## src/rtl/bitset_index_pkg.sv

```systemverilog
// Shared types for the bitset index encoder.
// Holds the controller state type that the encoder top and its users import.
package bitset_index_pkg;

  // IDLE: waiting for a vector. EMIT: streaming set-bit indices of pend.
  typedef enum logic [1:0] {
    IDLE = 2'd0,
    EMIT = 2'd1
  } state_t;

endpackage : bitset_index_pkg

```

## src/rtl/bitset_index_encoder_lsb_finder.sv

```systemverilog
// lsb_finder: purely combinational lowest-set-bit locator.
// Ports:
//   vec   - input vector, WIDTH bits
//   index - position of the lowest set bit of vec (0 when vec is zero)
//   any   - 1 when at least one bit of vec is set
module lsb_finder #(
  parameter int WIDTH = 8,
  localparam int IDXW = $clog2(WIDTH)
) (
  input  logic [WIDTH-1:0] vec,
  output logic [IDXW-1:0]  index,
  output logic             any
);

  // Scan from the top down so the last hit written is the lowest set bit.
  always_comb begin
    index = '0;
    for (int unsigned i = WIDTH; i > 0; i--) begin
      if (vec[i-1]) index = IDXW'(i - 1);
    end
  end

  assign any = |vec;

endmodule : lsb_finder

```

## src/rtl/bitset_index_encoder.sv

```systemverilog
// bitset_index_encoder: captures a bit vector and emits the index of every
// set bit, lowest first, one beat per output handshake. An all-zero vector
// yields a single beat flagged with out_none.
// Ports:
//   clk, rst_n            - clock, asynchronous active-low reset
//   in_valid / in_ready   - input handshake, in_vec is the vector to enumerate
//   out_valid / out_ready - output handshake
//   out_index             - index of the current set bit
//   out_last              - final beat of the frame
//   out_none              - frame came from an all-zero vector
module bitset_index_encoder
  import bitset_index_pkg::*;
#(
  parameter int WIDTH = 8,
  localparam int IDXW = $clog2(WIDTH)
) (
  input  logic             clk,
  input  logic             rst_n,
  input  logic             in_valid,
  output logic             in_ready,
  input  logic [WIDTH-1:0] in_vec,
  output logic             out_valid,
  input  logic             out_ready,
  output logic [IDXW-1:0]  out_index,
  output logic             out_last,
  output logic             out_none
);

  state_t           state;
  logic [WIDTH-1:0] pend;
  logic             none_q;

  logic [IDXW-1:0]  low_idx;
  logic             any_set;
  logic             emit;
  logic             single;
  logic [WIDTH-1:0] pend_drop_low;

  lsb_finder #(.WIDTH(WIDTH)) u_lsb (
    .vec   (pend),
    .index (low_idx),
    .any   (any_set)
  );

  // Clearing the lowest set bit; result is zero iff pend has <= 1 bit set.
  assign pend_drop_low = pend & (pend - WIDTH'(1));
  assign single        = (pend_drop_low == '0);
  assign emit          = (state == EMIT);

  // Outputs are functions of registers only; in_ready alone sees out_ready,
  // which lets a new vector land on the last beat without an idle gap.
  assign out_valid = emit;
  assign out_index = (emit && any_set) ? low_idx : '0;
  assign out_last  = emit & single;
  assign out_none  = emit & none_q;
  assign in_ready  = ~emit | (out_ready & single);

  always_ff @(posedge clk or negedge rst_n) begin
    if (!rst_n) begin
      state  <= IDLE;
      pend   <= '0;
      none_q <= 1'b0;
    end else begin
      case (state)
        IDLE: begin
          if (in_valid) begin
            pend   <= in_vec;
            none_q <= ~|in_vec;
            state  <= EMIT;
          end
        end
        EMIT: begin
          if (out_ready) begin
            if (!single) begin
              pend <= pend_drop_low;
            end else if (in_valid) begin
              pend   <= in_vec;
              none_q <= ~|in_vec;
            end else begin
              pend   <= '0;
              none_q <= 1'b0;
              state  <= IDLE;
            end
          end
        end
        default: begin
          pend   <= '0;
          none_q <= 1'b0;
          state  <= IDLE;
        end
      endcase
    end
  end

endmodule : bitset_index_encoder

```

## config.mk

```make
export PLATFORM = sky130hd
export DESIGN_NAME = bitset_index_encoder
export DESIGN_NICKNAME = d
export VERILOG_FILES = /design/src/rtl/bitset_index_pkg.sv /design/src/rtl/bitset_index_encoder_lsb_finder.sv /design/src/rtl/bitset_index_encoder.sv
export SDC_FILE = /design/constraint.sdc
export NUM_CORES = 1
export LEC_CHECK = 0
export ABC_AREA = 1
export CAP_MARGIN = 30
export CORE_MARGIN = 3
export CORE_UTILIZATION = 47
export CTS_CLUSTER_DIAMETER = 120
export DETAILED_ROUTE_END_ITERATION = 12
export PLACE_DENSITY = 0.77
export SYNTH_ARGS = -nofsm -noshare
export SYNTH_HDL_FRONTEND = slang
export SYNTH_SLANG_ARGS = --single-unit
```

## constraint.sdc

```tcl
create_clock -name clk -period 1.75 [get_ports clk]
set_input_delay 0.4375 -clock clk [delete_from_list [all_inputs] [get_ports clk]]
set_output_delay 0.4375 -clock clk [all_outputs]
set_load 0.02 [all_outputs]
```

==> summary.md <==
The run gives 250 um^2 as the register cell area after layout. The slowest cell on the critical path was sky130_fd_sc_hd__dfrtp_1. Global routing finished with a remaining overflow of 0. The logic depth of the worst register-to-register path works out to 11. For the worst setup path, the data required time is 1310 ps. In this run the most critical hold path is launched from none_q. Number of synthesis warnings: 0. The delay of the slowest cell on the worst path is 410 ps, and the final count of pins violating max slew is 0.

Synthesis instantiated 26 different standard cells from the library. The via-per-instance ratio is 5.44. The run gives 270 ps as the clock latency of the later-clocked register in the worst-skew pair. The die is 46.5 um wide. The worst setup path is captured at an output port. Number of clock sinks seen by CTS: 10.

The total area inside the core boundary comes to 0.00152 mm^2. The cell depth of the worst min-delay path is 2, and the area of the multi-input gates is 548 um^2. At the pin with the least slew margin, the transition time is 497 ps. Sequential fraction of the synthesis area: 0.324. Count of routing violations after the opening detailed-route iteration: 29. Among cell families on the critical path, the largest total delay comes from simple AND/OR/NAND/NOR gates. The minimum period implied by the final worst setup slack is 2050 ps, and the maximum buffer depth of the clock tree is 2. The core utilization of the finished layout was 0.828. Across the VDD grid, the largest voltage drop is 0.872 mV.

Of all nets on the critical path, the largest fanout is 5. The overall track demand over capacity in global routing was 0.226. The tools report the via count of the first global-routing pass as 809. Dividing the detail-routed wire length by the instance count gives 14.4 um. The layout-stage area growth over the synthesis result is 63.4%.

Synthesis inferred 10 register bits. The worst setup path is launched from a flop. Setup repair after global routing could not meet its margin everywhere.

The clock-pin slew of the registers on the worst-case setup and hold paths is 80 ps. Number of filler cells placed in the layout: 92. The checks that failed: setup timing.

After legalization and detailed placement, the total HPWL measured 1720 um. In this run the critical register-to-register path is launched from pend[1]. The number of remaining DRC errors came out at 0. The effective utilization at floorplan is 0.507, and the internal reg-to-reg setup slack is -40 ps. Across all layers, the routed design uses 946 vias.

The pre-antenna-repair detailed-routing pass consisted of 4 iterations. The final layout contains 172 nets. The number of clock buffers added by TritonCTS is 3. For the final database, setup skew stands at 6.28 ps. The number of antenna violations at the first check in global routing was 0. The run gives -303 ps as the minimum setup slack in the final design.

The flow ran to the end, but the final reports show violations. Hold violation total from the final report: 0. The logs give 0.668 for the worst slew margin relative to its limit and 11 for the pin count of the biggest net entering global routing. The tools report the terminating pin of the worst hold path as none_q. Pin placement for this block handled 19 I/O pins.

The total wire length after detailed routing is 2500 um. The worst setup path is of the flop to output port kind. For the gate count of the mapped netlist, the log shows 116. The proportion of layout cells with a drive suffix above 1 is 0.430. The tools report the number of maximum-capacitance constraint violations as 0.

The logs give 0.621 nW for the static leakage power and -450 ps for the worst setup timing slack at the placement stage. Cell at the root of the clock tree: sky130_fd_sc_hd__clkbuf_4. TritonCTS built the clock tree. Counting every net in the synthesized netlist gives 129. Power spread over the standard cell area amounts to 1220 mW/mm^2.

For the arrival time of the worst setup path, the log shows 1620 ps. The die is 46.5 um tall. The congestion estimate from routability-driven global placement came to 0.904. Traced cell by cell, the critical path runs through nor2_4 > nand3_1 > nand2_2 > nand2_2 > nor2_4 > and3_2 > buf_6. Destination of the worst register-to-register timing path: pend[3].

Derived from the worst setup path, the maximum achievable clock frequency is 487 MHz. The number of port buffers is 18. After synthesis the cells add up to 772 um^2. The worst hold path belongs to the class flop to flop. The synthesized area per cell is 6.66 um^2.

The final clock period utilization by the worst path is 1.17. Maximum level of the CTS H-tree: 1. The first global-routing pass estimated 3410 um of wire.

The row count is 14. The tools report the final number of setup-violating endpoints as 6. The count of nets left with antenna violations once routing finished came out at 0. The number of buffer and inverter instances along the worst setup path is 1, and the die area is 0.00217 mm^2.

For the number of antenna cells inserted, the log shows 0.
[worst reg2reg max path: stages, from the launching register on]
cell,delay (ps)
sky130_fd_sc_hd__dfrtp_1,410
sky130_fd_sc_hd__nor2_4,210
sky130_fd_sc_hd__nand3_1,130
sky130_fd_sc_hd__nand2_2,100
sky130_fd_sc_hd__nand2_2,70
sky130_fd_sc_hd__nor2_4,120
sky130_fd_sc_hd__buf_4,110
sky130_fd_sc_hd__buf_4,100
sky130_fd_sc_hd__nand3_4,90
sky130_fd_sc_hd__o21ai_1,210
sky130_fd_sc_hd__nand2_1,100
sky130_fd_sc_hd__nand2_1,70
[timing repair]
| item | in CTS | in global routing |
|---|---|---|
| endpoints found under the setup margin | 7 | 13 |
| pin swaps | 4 | 11 |
| cloned | 0 | 0 |
| hold buffers | 0 | 0 |
| setup buffers | 1 | 1 |
| resized for setup | 32 | 33 |
[registers in the layout, indices dropped and copies added (netlist names)]
signal,cells
state,1
pend,8
none_q,1
[report_power, final]
part           total [mW]  internal, mW  switching (mW)
clock               0.214         0.126          0.0875
sequential          0.352         0.292          0.0602
combinational       0.976         0.442           0.534
total                1.54         0.861           0.681
[layout by cell type, fill, tap and decap left out, types with 3 or more instances in the layout]
cell and n:
sky130_fd_sc_hd__nand2_1 21, sky130_fd_sc_hd__nor2_2 3, sky130_fd_sc_hd__clkdlybuf4s50_1 11, sky130_fd_sc_hd__o21ai_0 5, sky130_fd_sc_hd__a21oi_2 6, sky130_fd_sc_hd__inv_1 15
sky130_fd_sc_hd__nor2_4 4, sky130_fd_sc_hd__clkbuf_4 3, sky130_fd_sc_hd__nand2_2 14, sky130_fd_sc_hd__nand3_1 3, sky130_fd_sc_hd__buf_6 4, sky130_fd_sc_hd__nor2_1 10
sky130_fd_sc_hd__buf_4 22, sky130_fd_sc_hd__a21oi_1 4, sky130_fd_sc_hd__dfrtp_1 10
[per-stage QoR]
stage / cells / area, um^2 / hold WS [ps] / TNS [ps] / power [mW]
after global placement: 168 / 1110 / 454 / -1690 / 1.14
after global routing: 174 / 1260 / 506 / -1480 / 1.65
after detailed placement: 168 / 1110 / 466 / -1880 / 1.17
final: 174 / 1260 / 488 / -1050 / 1.54
after floorplan: 116 / 772 / 142 / 0 / 0.802
after CTS: 173 / 1150 / 485 / -1060 / 1.37
[synth_stat cells, drive strengths merged]
| library cell | instances | share of area |
|---|---|---|
| nand2 | 36 | 0.19 |
| nor2 | 17 | 0.12 |
| inv | 16 | 0.078 |
| a21oi | 10 | 0.075 |
| dfrtp | 10 | 0.32 |
| o21ai | 8 | 0.052 |
| nand3 | 6 | 0.045 |
| buf | 2 | 0.016 |
| nor4 | 2 | 0.016 |
| a211oi | 1 | 0.0097 |
| a31oi | 1 | 0.0081 |
| and3 | 1 | 0.0097 |
| clkinv | 1 | 0.0049 |
| ha | 1 | 0.016 |
| nor3 | 1 | 0.0065 |
| nor3b | 1 | 0.0097 |
| o21a | 1 | 0.0097 |
| o21bai | 1 | 0.0097 |
[how the worst max path moves through the flow]
stage          startpoint           end  slack (ps)  depth (start not counted)
2_1_floorplan    state[0]  out_index[1]          10                          3
3_3_place_gp      pend[1]      in_ready        -400                          8
3_5_place_dp      pend[1]      in_ready        -450                          8
4_1_cts           pend[0]      out_last        -260                          7
5_1_grt           pend[4]      out_last        -350                          8
6_report          pend[1]      out_last        -300                          7
[area by class of cell]
class | instances | area share
Multi-Input combinational cell | 87 | 0.435
Tap cell | 16 | 0.0159
Sequential cell | 10 | 0.198
Clock buffer | 4 | 0.0288
Inverter | 17 | 0.0506
Timing Repair Buffer | 40 | 0.272
[logic make-up (layout without fill, tap and decap cells)]
| kind of cell | count (synthesis) | in the layout | synth area share |
|---|---|---|---|
| buffers and inverters | 19 | 61 | 0.0989 |
| AO/OA/AOI/OAI | 22 | 22 | 0.164 |
| flip-flops | 10 | 10 | 0.324 |
| AND/OR/NAND/NOR | 64 | 64 | 0.397 |
| adder cells (fa/ha/maj) | 1 | 1 | 0.0162 |
[routing by layer]
metal	vias up	wire length (um)	GRT usage
li1	458	-	-
met1	445	1070	0.289
met2	35	1260	0.385
met3	8	116	0.0313
met4	0	55	0.0739
met5	-	0	0
Power figures use the tool's default switching activity.
